File: src/rtl/pipe_flush_ctrl.sv
// pipe_flush_ctrl: stage-register enable/clear/bubble-PC generator for stalls, mult/div busy and exception/eret redirects.
// Optional stall watchdog enabled by defining PIPE_FLUSH_CTRL_WDOG_EN.
module pipe_flush_ctrl #(
    parameter logic [31:0] HANDLER_PC = 32'h0000_4180,
    parameter logic [31:0] PC_RESET   = 32'h0000_3000
`ifdef PIPE_FLUSH_CTRL_WDOG_EN
    , parameter int MAX_STALL = 64
`endif
) (
    input  logic        clk,
    input  logic        reset,
    input  logic        hz_stall,
    input  logic        md_use,
    input  logic        md_start,
    input  logic [3:0]  md_cycles,
    input  logic        exc_req,
    input  logic        eret_req,
    input  logic [31:0] epc,
    input  logic [31:0] d_pc,
    output logic        en_pc,
    output logic        en_ifid,
    output logic        en_idex,
    output logic        en_exmem,
    output logic        rst_ifid,
    output logic        rst_idex,
    output logic        rst_exmem,
    output logic [31:0] dpc,
    output logic        pc_redirect,
    output logic [31:0] pc_target,
    output logic        md_busy,
    output logic        stall_timeout
);
    typedef enum logic {RUN, MD_BUSY} state_t;
    state_t state, state_nx;
    logic [3:0] cnt, cnt_nx;
    logic md_go, stall;

    // A redirect in the same cycle drops the issuing mult/div op.
    assign md_go   = (state == RUN) & md_start & ~exc_req & ~eret_req & (md_cycles != 4'd0);
    assign md_busy = reset & ((state == MD_BUSY) | md_go);
    assign stall   = hz_stall | (md_busy & md_use);

    always_ff @(posedge clk or negedge reset) begin
        if (!reset) begin
            state <= RUN;
            cnt   <= 4'd0;
        end else begin
            state <= state_nx;
            cnt   <= cnt_nx;
        end
    end

    always_comb begin
        state_nx = state;
        cnt_nx   = cnt;
        if (md_go) begin
            state_nx = MD_BUSY;
            cnt_nx   = md_cycles;
        end else if (state == MD_BUSY) begin
            cnt_nx   = cnt - 4'd1;
            state_nx = (cnt == 4'd1) ? RUN : MD_BUSY;
        end
    end

    always_comb begin
        en_pc       = 1'b1;
        en_ifid     = 1'b1;
        en_idex     = 1'b1;
        en_exmem    = 1'b1;
        rst_ifid    = 1'b0;
        rst_idex    = 1'b0;
        rst_exmem   = 1'b0;
        pc_redirect = 1'b0;
        pc_target   = d_pc;
        dpc         = d_pc;
        if (!reset) begin
            {en_pc, en_ifid, en_idex, en_exmem} = 4'b0000;
            {rst_ifid, rst_idex, rst_exmem}     = 3'b111;
            pc_target = PC_RESET;
            dpc       = PC_RESET;
        end else if (exc_req | eret_req) begin
            {rst_ifid, rst_idex, rst_exmem} = 3'b111;
            pc_redirect = 1'b1;
            pc_target   = exc_req ? HANDLER_PC : epc;
            dpc         = exc_req ? HANDLER_PC : epc;
        end else if (stall) begin
            en_pc    = 1'b0;
            en_ifid  = 1'b0;
            rst_idex = 1'b1;
        end
    end

`ifdef PIPE_FLUSH_CTRL_WDOG_EN
    logic [7:0] wcnt;
    logic       stall_act;

    assign stall_act = stall & ~exc_req & ~eret_req;

    always_ff @(posedge clk or negedge reset) begin
        if (!reset) begin
            wcnt          <= 8'd0;
            stall_timeout <= 1'b0;
        end else begin
            wcnt <= stall_act ? ((wcnt == 8'hff) ? wcnt : wcnt + 8'd1) : 8'd0;
            if (wcnt >= 8'(MAX_STALL))
                stall_timeout <= 1'b1;
        end
    end
`else
    assign stall_timeout = 1'b0;
`endif
endmodule

File: config.mk
export PLATFORM = sky130hd
export DESIGN_NAME = pipe_flush_ctrl
export DESIGN_NICKNAME = d
export VERILOG_FILES = /design/src/rtl/pipe_flush_ctrl.sv
export SDC_FILE = /design/constraint.sdc
export NUM_CORES = 1
export LEC_CHECK = 0
export ABC_AREA = 1
export BUFFER_PORTS_ARGS = -buffer_cell sky130_fd_sc_hd__clkbuf_2
export CAP_MARGIN = 25
export CORE_MARGIN = 4
export CORE_UTILIZATION = 35
export CTS_BUF_LIST = sky130_fd_sc_hd__clkbuf_16
export DETAILED_ROUTE_END_ITERATION = 12
export GPL_TIMING_DRIVEN = 0
export PLACE_DENSITY = 0.87
export SLEW_MARGIN = 40
export SYNTH_ARGS = -nofsm -noshare
export SYNTH_HDL_FRONTEND = slang
export SYNTH_SLANG_ARGS = --single-unit
File: constraint.sdc
create_clock -name clk -period 3.6 [get_ports clk]
set_input_delay 0.36 -clock clk [delete_from_list [all_inputs] [get_ports clk]]
set_output_delay 0.36 -clock clk [all_outputs]
set_load 0.01 [all_outputs]
# Word level (Yosys, flattened, before mapping)
# Cells that the tools add are included.
[classes]
n_addsub = 1
reduce_logical = 2
n_bitwise = 12
n_mux = 18
n_eq_ne = 1
[op_table]
columns = ["op", "n"]
rows = [
  ["32-bit 2-to-1 mux", 3],
  ["1-bit 2-to-1 mux", 13],
  ["4-bit 2-to-1 mux", 2],
  ["1-bit bitwise AND", 6],
  ["4-bit by 1-bit equality test with 1-bit output (second input constant)", 1],
  ["4-bit nonzero test", 1],
  ["4-bit by 1-bit subtractor with 4-bit output (second input constant)", 1],
  ["1-bit NOT", 3],
  ["1-bit OR", 3],
  ["2-bit nonzero test", 1],
]
[totals]
elab_cells = 36
register_bits = 5
output_inout_bits = 74
input_bits = 75

# Depth between registers and ports, before layout
# Gate-level depths: netlist of run 1.
[depth]
depth_word = 12
ltp_mapped = 9
ltp_nobuf = 8

# Worst setup path after synthesis of run 1
# OpenSTA, ideal clock, no wires.
[synth_timing]
path_kind = "reg-to-output"
start = "register state"
end = "output port en_pc"
arrival_time_ps = 1218
stages_incl_launch_ff = 10
path_buffers = 1
path_slack_ps = 2022
required_ps = 3240
path_cell_list = "dfrtp_1 -> inv_4 -> nand2_2 -> nor2_4 -> nand2_4 -> nand2_2 -> nand2_2 -> nand2_1 -> nand2_1 -> buf_4"
[synth_via]
elab_chain_len = 12
[synth_rtl]
columns = ["item", "line", "rtl"]
rows = [
  ["start, declared", "34", "state_t state, state_nx;"],
  ["start signal, assigned", "48", "state <= state_nx;"],
  ["1-bit NOT", "39", "assign md_go = (state == RUN) & md_start & ~exc_req & ~eret_req & (md_cycles != 4'd0);"],
  ["1-bit bitwise AND (4 in a row)", "39", ""],
  ["1-bit OR (*)", "40", "assign md_busy = reset & ((state == MD_BUSY) | md_go);"],
  ["1-bit bitwise AND (*)", "40", ""],
  ["1-bit bitwise AND (*)", "41", "assign stall = hz_stall | (md_busy & md_use);"],
  ["1-bit OR (*)", "41", ""],
  ["1-bit 2-to-1 mux (*) (3 in a row)", "--", ""],
  ["end, declared", "20", "output logic en_pc,"],
]
# Mark *: on every way between the ends. The rest lies on a longest branch, timed or not.

# Worst setup path in the final report of run 1
[layout_timing]
start = "input port reset"
end = "output port pc_target[9]"
[layout_via]
elab_chain_len = 1
[layout_rtl]
columns = ["item", "line", "rtl"]
rows = [
  ["start, declared", "11", "input logic reset,"],
  ["32-bit 2-to-1 mux", "76", "if (!reset) begin"],
  ["end, declared", "29", "output logic [31:0] pc_target,"],
]
# Every way passes these cells.

==> results of run 1 <==
-- repair_timing --
item	CTS	global route
resized for setup	0	0
endpoints found under the hold margin	5	0
hold buffers	1	0
-- final timing paths --
path | slack (ns) | start | to
worst min register to register | 0.56 | cnt[3]$_DFFE_PN0N_ | state$_DFF_PN0_
worst min-delay path | 0.38 | md_cycles[2] | cnt[2]$_DFFE_PN0N_
worst max-delay path | 1.02 | reset | pc_target[9]
min in group asynchronous | 0.54 | reset | cnt[1]$_DFFE_PN0N_
max in group asynchronous | 2.90 | reset | cnt[3]$_DFFE_PN0N_
worst max register to register | 2.37 | state$_DFF_PN0_ | cnt[1]$_DFFE_PN0N_
-- registers in the layout (all words and copies together) (netlist names) --
register and count:
cnt 4, state 1
-- worst min-delay path, stage by stage --
cell and delay [ns]:
clkbuf_2 0.09, nand2_1 0.06, nand2_1 0.06
-- final cells by class --
cell class	instances	area, sq um
inverters	10	40.0
fillers	300	1070
well taps	44	55.1
clock inverters	1	3.75
clock buffers	3	75.1
repair buffers	148	746
multi-input cells	141	669
plain buffers	50	340
flip-flops and latches	5	125
-- cell families after synthesis --
family | count (synthesis) | share of synthesized area [%]
adder cells (fa/ha/maj) | 2 | 2.13
AND/OR/NAND/NOR | 130 | 50.9
other | 1 | 0.319
AO/OA/AOI/OAI | 8 | 3.62
buffers and inverters | 60 | 32.4
flip-flops | 5 | 10.6
-- cells in the final DEF, fill, tap and decap left out, drive strengths merged --
master,Yosys,routed
nor2,8,8
nand3,64,64
inv,10,11
nand4,1,1
ha,2,2
a21oi,1,1
clkbuf,5,155
nor3,2,2
dfrtp,5,5
o21bai,1,1
dlygate4sd3,0,1
o21ai,6,6
nand2,55,55
buf,45,45
conb,1,1
-- power breakdown --
group	switching (uW)	total [uW]	leakage (uW)	internal, uW
Sequential	27.6	114	0.0000598	86.4
Combinational	194	349	0.00127	155
Clock	34.1	178	0.0000423	144
Total	255	641	0.00137	385
-- through the flow --
step / worst slack, ns / power [uW] / hold WS (ns) / area, sq um
2_1_floorplan: 2.02 / 327 / 0.0644 / 1170
3_3_place_gp: 1.61 / 444 / 0.203 / 1970
3_5_place_dp: 1.59 / 460 / 0.207 / 1970
4_1_cts: 1.05 / 643 / 0.366 / 2050
5_1_grt: 0.776 / 701 / 0.389 / 2050
6_report: 1.02 / 641 / 0.378 / 2050
-- routing by layer --
layer  wire length (um)  track usage, %
met1               1950            25.8
met2               2560            40.4
met3                465            4.25
met4                130            7.36
met5                  0               0
==> reports/qor.txt, run 1 <==
Status: finished clean
Top delay family on crit path: buffers and inverters
Grt ovf: 0
Post-Syn Nets: 283
VDD IR max: 0.000207 V
Finished Core Util: 65.7%
DR DRC count: 0
Longest Clk Path Bufs: 2
Hold/Removal Path Class: input pin to flop
Ant diodes: 0
Rows: 20
DRT iter0 DRCs: 103
Vias in the first global route: 1690
Final hold vios: 0
Slew Viols, Final: 0
Cell mode on critical path: clkbuf_2
Post-CTS setup buffer count: 0
Setup TNS: 0 ns
Detailed Route WL: 5110 um
Core Area: 3130 sq um
Max_cap viols: 0
DR vias/cell: 4.59
Reg2Reg Depth: 6
Period minus WS final: 2.58 ns
Seq/Total Area, Yosys: 10.6%
Initial core utilization: 37.6%
Antenna-violating nets left: 0
Post-Syn Instances: 206
HPWL after DPL: 4410 um
Register bit total from synthesis: 5
TritonCTS clock tree: done
DIE AREA: 4350 sq um
Initial antenna violation count: 0
Critical Path End Type: output pin
Final Setup Violations: 0
RSZ-0062 raised after global routing: no
YS warnings: 0
Chip width: 65.9 um
Fin cells: 402
GP Congestion: 0.901
Post-synth top area cell: nand3_1
Levels on crit path: 8
Mapped cell area: 1170 sq um
Synth Flop Type: dfrtp_1
H-Tree Depth: 1
Port-buffer cells: 147
Yosys top cell area share: 27.3%
Netlist cell types: 21
Largest net degree at the start of global routing: 11
Clk_skew: 0.00125 ns
CP Class: input pin to output pin
Fraction of registers with async set/reset: 100%
Share of cells above drive strength 1: 56.4%
Area grow syn2layout: 74.9%
Worst setup SP type: input pin
Count leader, synth: nand3_1
Slowest stage delay, CP: 0.55 ns
EDFF count, synth: 0
Vias: 1844
Power Dens Cells: 312 nW/um^2
Ranking of synthesized cells by area: nand3_1, buf_4, nand2_1
P_leak: 0.00137 uW
Critical Path AT: 2.22 ns
Clock Latency Late Sink: 0.22 ns
Worst-path cell chain: dlygate4sd3_1, clkbuf_2, buf_2, clkbuf_1, nand3_1, nand2_1, buf_4, clkbuf_2
Final period util: 71.6%
DP Cell Count: 397
Num CTS Buffers: 3
DR pass1 iterations: 4
Buf/Inv on CP: 6
Worst-path clk slew: 0.03 ns
Critical path required time: 3.24 ns
Sink Count: 5
Peak Freq: 0.388 GHz
Critical path fanouts, max: 10
Syn avg cell area: 5.70 sq um
Final #Nets: 436
Most common library cells after synthesis: nand3_1, nand2_1, buf_4
Global-route wire length before repair: 7760 um
Hold Crit Depth: 3
Clock Tree Root: clkbuf_16
Die height: 65.9 um
GRT Total Usage: 22.2%
Total I/O pin count: 149
Post-DR wirelength/cell: 12.7 um
Slowest cell on crit path: dlygate4sd3_1
(Power assumes the default switching activity.)
==> run 2: changes to the inputs <==
Settings changed: CORE_UTILIZATION 35 to 29, PLACE_DENSITY 0.87 to 0.77.
Clock period 3.6 ns to 2.36 ns, I/O delays scaled along.
==> run 2 against run 1 <==
Non-clock buffer count is the same. Register-to-register slack lost 1.2 ns. Final cell count grew 1.0%. First-iteration DRC count shrank 42%. Sequential power grew 53%. Via count shrank 0.33%. Global-route usage shrank 4.5 points. Cell area grew 0.24%. Clock power grew 54%. Worst hold slack lost 0.12 ns. Critical path type is now flop to output pin. Critical endpoint is now en_pc. Largest cell class unchanged.
==> reports/qor.txt, run 2 (synthesis results as in run 1) <==
GP Congestion: 0.817 (-9.3%)
DIE AREA: 5130 sq um (+18%)
Slew Viols, Final: 0 (unchanged)
RR Endpoint: cnt[0]$_DFFE_PN0N_
VDD IR max: 0.000222 V (+7.3%)
Most frequent cells in the layout: clkbuf_2, nand3_1, nand2_1, buf_4, inv_1
Power Dens Cells: 469 nW/um^2 (+50%)
Final Setup Violations: 0 (unchanged)
Final hold vios: 0 (unchanged)
Num CTS Buffers: 3 (unchanged)
Setup TNS: 0 ns (unchanged)
Worst-path cell chain: inv_4, nand2_2, nor2_4, nand2_4, nand2_2, nand2_2, nand2_1, nand2_1, buf_4, clkbuf_2
Core Area: 3800 sq um (+21%)
Buf/Inv on CP: 3 (-3)
Port-buffer cells: 147 (unchanged)
FF+latch area: 125 sq um (unchanged)
Grt ovf: 0 (unchanged)
DR pass1 iterations: 6 (+2)
Comb pwr share: 53.6% (-0.9 points)
Global-route wire length before repair: 7650 um (-1.5%)
Clock Tree Root: clkbuf_16
Switching pwr: 380 uW (+49%)
Critical path fanouts, max: 7 (-3)
Area grow syn2layout: 75.3%
Max_cap viols: 0 (unchanged)
RSZ-0062 raised after global routing: no
Clock Latency Late Sink: 0.23 ns (about the same)
Peak Freq: 0.536 GHz
Initial antenna violation count: 0 (unchanged)
Critical path required time: 2.12 ns (-1.12 ns)
Reg2Reg Depth: 8 (+2)
Initial core utilization: 30.9% (-6.6 points)
Worst-Margin Slew: 0.530 ns
Slowest cell on crit path: dfrtp_1
Footprint of the multi-input gates: 669 sq um (unchanged)
Hold path start: md_cycles[3]
DRT iter0 DRCs: 60 (-42%)
Hold Crit Depth: 3 (unchanged)
GRT Total Usage: 17.8% (-4.5 points)
Detailed Route WL: 4790 um (-6.2%)
Worst-path clk slew: 0.03 ns (about the same)
Longest Clk Path Bufs: 2 (unchanged)
Critical Path AT: 1.63 ns (-0.59 ns)
Final #Nets: 436 (unchanged)
Sw frac: 39.3% (-0.53 points)
Clock network power share: 28.4% (+0.7 points)
Most Used Layer, Global Route: met2
DR vias/cell: 4.53 (-1.3%)
Period minus WS final: 1.87 ns
Hold/Removal Path Class: input pin to flop
Clk_skew: 0.000861 ns (-0.000385 ns)
Critical Path End Type: output pin
Vias in the first global route: 1770 (+4.7%)
Worst setup SP type: flop
FF-to-FF Start: state$_DFF_PN0_
TritonCTS clock tree: done
Crit. Startpoint: state$_DFF_PN0_
Die height: 71.7 um (+8.7%)
Top delay family on crit path: simple AND/OR/NAND/NOR gates
Largest net degree at the start of global routing: 11 (unchanged)
Met3 Resource Use GR: 2.52% (-1.7 points)
Post-CTS setup buffer count: 0 (unchanged)
M1 GR Usage: 20.0% (-5.8 points)
Biggest regs: cnt x4, state x1
Chip width: 71.7 um (+8.7%)
Ant diodes: 0 (unchanged)
Antenna-violating nets left: 0 (unchanged)
Most common cell after layout, fill and taps aside: clkbuf_2
CP Class: flop to output pin
Cell mode on critical path: nand2_2
Final period util: 79.1%
Layout fillers: 388 (+29%)
Finished Core Util: 54.2% (-11 points)
Total internal power: 586 uW (+52%)
H-Tree Depth: 1 (unchanged)
Min-Delay Endpoint: cnt[3]$_DFFE_PN0N_
Sequential share of power: 18.0% (+0.2 points)
Share of cells above drive strength 1: 56.4% (unchanged)
Slowest stage delay, CP: 0.45 ns (-0.10 ns)
Slew headroom: 64.7%
Rows: 22 (+10%)
Largest Register: cnt
Register-to-register setup slack: 1.15 ns (-1.22 ns)
DR DRC count: 0 (unchanged)
Max reg flops: 4 (unchanged)
Post-DR wirelength/cell: 11.8 um (-7.1%)
HPWL after DPL: 4070 um (-7.6%)
Sink Count: 5 (unchanged)
Total I/O pin count: 149 (unchanged)
Status: finished clean
P_leak: 0.00137 uW (unchanged)
Vias: 1838 (-0.33%)
M2 GR Usage: 33.8% (-6.7 points)
[run 2: cell counts in the layout (fill, tap and decap cells not counted)]
No cell type changed its count.
[run 2: how the worst max path moves through the flow]
stage                               end  slack, ns  cells after the start
after global placement    pc_target[31]       0.51                      7
after global routing              en_pc       0.38                     10
after detailed placement  pc_target[12]       0.51                      6
after CTS                         en_pc       0.50                     10
after floorplan                   en_pc       0.91                      9
final                             en_pc       0.49                     10
[run 2: what timing repair did]
action	in CTS	in global routing
hold buffers	1	0
gates resized for setup	0	0
endpoints found under the hold margin	5	0
[run 2: final cells by class]
type	instances	area share, %
plain buffers	50	16.5
multi-input cells	141	32.5
well taps	48	2.92
flip-flops and latches	5	6.08
clock buffers	3	3.65
clock inverters	1	0.182
repair buffers	148	36.2
inverters	10	1.94
[run 2: stage by stage]
step	std cells	cell area (sq um)	setup WS [ns]	total power (uW)	hold WS, ns
after floorplan	206	1170	0.906	499	-0.0596
after global placement	401	1970	0.511	681	0.0823
after detailed placement	401	1970	0.508	696	0.0834
after CTS	406	2060	0.496	977	0.259
after global routing	406	2060	0.381	1060	0.277
final	406	2060	0.494	966	0.253
[run 2: worst register-to-register path, delay by kind of cell (launching register included)]
family	cells	cell delay [ns]
buffers and inverters	1	0.12
and+or+nand+nor	7	0.54
DFF	1	0.45
[run 2: power groups by stage]
stage / clock network (uW) / logic (uW) / registers, uW
after floorplan: 0 / 336 / 163
after global placement: 0 / 509 / 172
after detailed placement: 0 / 521 / 175
after CTS: 277 / 526 / 174
after global routing: 287 / 594 / 184
final: 274 / 518 / 174
[run 2: layer usage]
| layer | vias up | part of all wire [%] |
|---|---|---|
| li1 | 937 | - |
| met1 | 801 | 39 |
| met2 | 96 | 51 |
| met3 | 4 | 9.5 |
| met4 | 0 | 1.1 |
| met5 | - | 0 |
==> run 3: changes to the inputs <==
Clock period 2.36 ns to 1.65 ns, I/O delays scaled along.
==> run 3 against run 2 <==
Final cell count grew 2.0%. Utilization increased by 2.4 points. Largest power group unchanged. Cell area increased by 4.4%. Sequential power grew 42%. Combinational power increased by 66%. Die area did not move. Sequential share of layout area down 0.20 points. Critical path type unchanged. Register-to-register slack lost 0.78 ns. Setup slack lost 0.46 ns. Global-route usage is essentially flat. Wire length grew 3.0%.
==> reports/qor.txt, run 3 (synthesis results as in run 1) <==
Power Dens Cells: 697 nW/um^2 (+48%)
Share of cells above drive strength 1: 59.6% (+3.1 points)
Final Setup Violations: 0 (unchanged)
Port-buffer cells: 147 (unchanged)
DR DRC count: 0 (unchanged)
GP Congestion: 0.817 (unchanged)
Largest Register: cnt
Biggest regs: cnt x4, state x1
Period minus WS final: 1.61 ns
Sw frac: 39.1% (-0.27 points)
Most frequent cells in the layout: clkbuf_2, nand3_1, nand2_1, buf_4, inv_1
Worst-path clk slew: 0.03 ns (about the same)
Critical Path End Type: output pin
DIE AREA: 5130 sq um (unchanged)
Final #Nets: 444 (+1.8%)
P_leak: 0.00143 uW (+4.1%)
Hold/Removal Path Class: input pin to flop
Status: finished clean
Critical path required time: 1.48 ns (-0.64 ns)
Max_cap viols: 0 (unchanged)
Area grow syn2layout: 83.1%
TritonCTS clock tree: done
Rows: 22 (unchanged)
Peak Freq: 0.620 GHz
Worst setup SP type: flop
DP Cell Count: 401 (unchanged)
CP Class: flop to output pin
VDD IR max: 0.000321 V (+44%)
Slowest cell on crit path: dfrtp_2
Comb pwr share: 57.3% (+3.7 points)
Die height: 71.7 um (unchanged)
HPWL after DPL: 4070 um (unchanged)
Critical path fanouts, max: 6 (-1)
Clock Latency Late Sink: 0.23 ns (about the same)
Antenna-violating nets left: 0 (unchanged)
Ant diodes: 0 (unchanged)
Grt ovf: 0 (unchanged)
Largest net degree at the start of global routing: 11 (unchanged)
Switching pwr: 585 uW (+54%)
Final hold vios: 0 (unchanged)
Post-DR wirelength/cell: 11.9 um (+0.97%)
Slew Viols, Final: 0 (unchanged)
Num CTS Buffers: 3 (unchanged)
Cell mode on critical path: nand2_4
Top delay family on crit path: flip-flops
Vias: 1900 (+3.4%)
Core Area: 3800 sq um (unchanged)
Longest Clk Path Bufs: 2 (unchanged)
Clk_skew: 0.000983 ns (+0.000121 ns)
Initial antenna violation count: 0 (unchanged)
Chip width: 71.7 um (unchanged)
Total power: 1500 uW (+55%)
Sequential share of power: 16.5% (-1.5 points)
DR vias/cell: 4.59 (+1.4%)
Most common cell after layout, fill and taps aside: clkbuf_2
GRT Total Usage: 17.7% (-0.029 points)
Fin area: 2150 sq um (+4.4%)
Placed cell areas: 1970 sq um (unchanged)
Clock network power share: 26.2% (-2.2 points)
Vias in the first global route: 1769 (-0.056%)
RSZ-0062 raised after global routing: yes
Detailed Route WL: 4930 um (+3.0%)
Slowest stage delay, CP: 0.43 ns (-0.02 ns)
Critical Path AT: 1.45 ns (-0.18 ns)
DR pass1 iterations: 4 (-2)
Final period util: 97.7%
Hold slack: 0.185 ns (-0.0685 ns)
Initial core utilization: 30.9% (unchanged)
Total I/O pin count: 149 (unchanged)
Global-route wire length before repair: 7630 um (-0.18%)
DRT iter0 DRCs: 62 (+3.3%)
Clock Tree Root: clkbuf_16
Total internal power: 913 uW (+56%)
Sink Count: 5 (unchanged)
Max reg flops: 4 (unchanged)
Fin cells: 414 (+2.0%)
Worst-path cell chain: inv_4, nand2_4, nor2_4, nand2_4, buf_4, a21oi_2, buf_2
Buf/Inv on CP: 3 (unchanged)
H-Tree Depth: 1 (unchanged)
[run 3: cell count changes in the layout (fill, tap and decap cells not counted), sizes merged]
| cell | previous run | this run |
|---|---|---|
| clkbuf | 155 | 153 |
| buf | 45 | 55 |
[run 3: metrics by stage]
stage,setup slack [ns],TNS [ns],util (%)
2_1_floorplan,0.267,0,-
3_3_place_gp,-0.0569,-0.358,51.9
5_1_grt,-0.0294,-0.0294,56.6
4_1_cts,-0.0384,-0.0384,54.6
6_report,0.0373,0,56.6
3_5_place_dp,-0.0596,-0.386,51.9
[run 3: cell type report]
type | count | area [sq um]
fillers | 372 | 1650
flip-flops and latches | 5 | 126
well taps | 48 | 60.1
repair buffers | 157 | 820
plain buffers | 49 | 338
multi-input cells | 141 | 688
inverters | 10 | 40.0
clock inverters | 1 | 3.75
clock buffers | 3 | 75.1
[run 3: worst register-to-register path, cell delays in order (launching register included)]
cell and delay [ns]:
dfrtp_2 0.43, inv_4 0.11, nand2_4 0.06, nor2_4 0.13, nand2_4 0.09, buf_4 0.15
nand2_1 0.05, nand2_1 0.05, nand2_1 0.07, nand2_1 0.05
[run 3: path summary, 6_finish.rpt]
kind,endpoint,from,slack [ns],cells after the start
worst max-delay path,md_busy,state$_DFF_PN0_,0.04,7
min in group asynchronous,cnt[1]$_DFFE_PN0N_,reset,0.39,2
worst min register to register,state$_DFF_PN0_,cnt[3]$_DFFE_PN0N_,0.57,2
worst min-delay path,cnt[3]$_DFFE_PN0N_,md_cycles[3],0.18,3
worst max register to register,cnt[0]$_DFFE_PN0N_,state$_DFF_PN0_,0.37,9
max in group asynchronous,state$_DFF_PN0_,reset,1.03,2
[run 3: routing by layer]
layer / up-vias / share of wire, % / GRT usage (%)
li1: 955 / - / -
met1: 839 / 38 / 19.9
met2: 98 / 51 / 33.9
met3: 8 / 9.2 / 2.52
met4: 0 / 1.3 / 5.64
met5: - / 0 / 0
[run 3: timing repair]
| action | 4_1_cts | 5_1_grt |
|---|---|---|
| endpoints found under the hold margin | 5 | 0 |
| hold buffers | 1 | 0 |
| gates cloned | 0 | 0 |
| buffers inserted | 1 | 8 |
| gates resized for setup | 4 | 11 |
| pin swaps | 1 | 5 |
| setup endpoints to repair | 14 | 5 |
[run 3: power by group through the flow]
stage / registers (uW) / clock network, uW / logic [uW]
4_1_cts: 252 / 397 / 766
6_report: 247 / 392 / 859
2_1_floorplan: 233 / 0 / 480
5_1_grt: 261 / 411 / 973
3_3_place_gp: 245 / 0 / 728
3_5_place_dp: 250 / 0 / 745
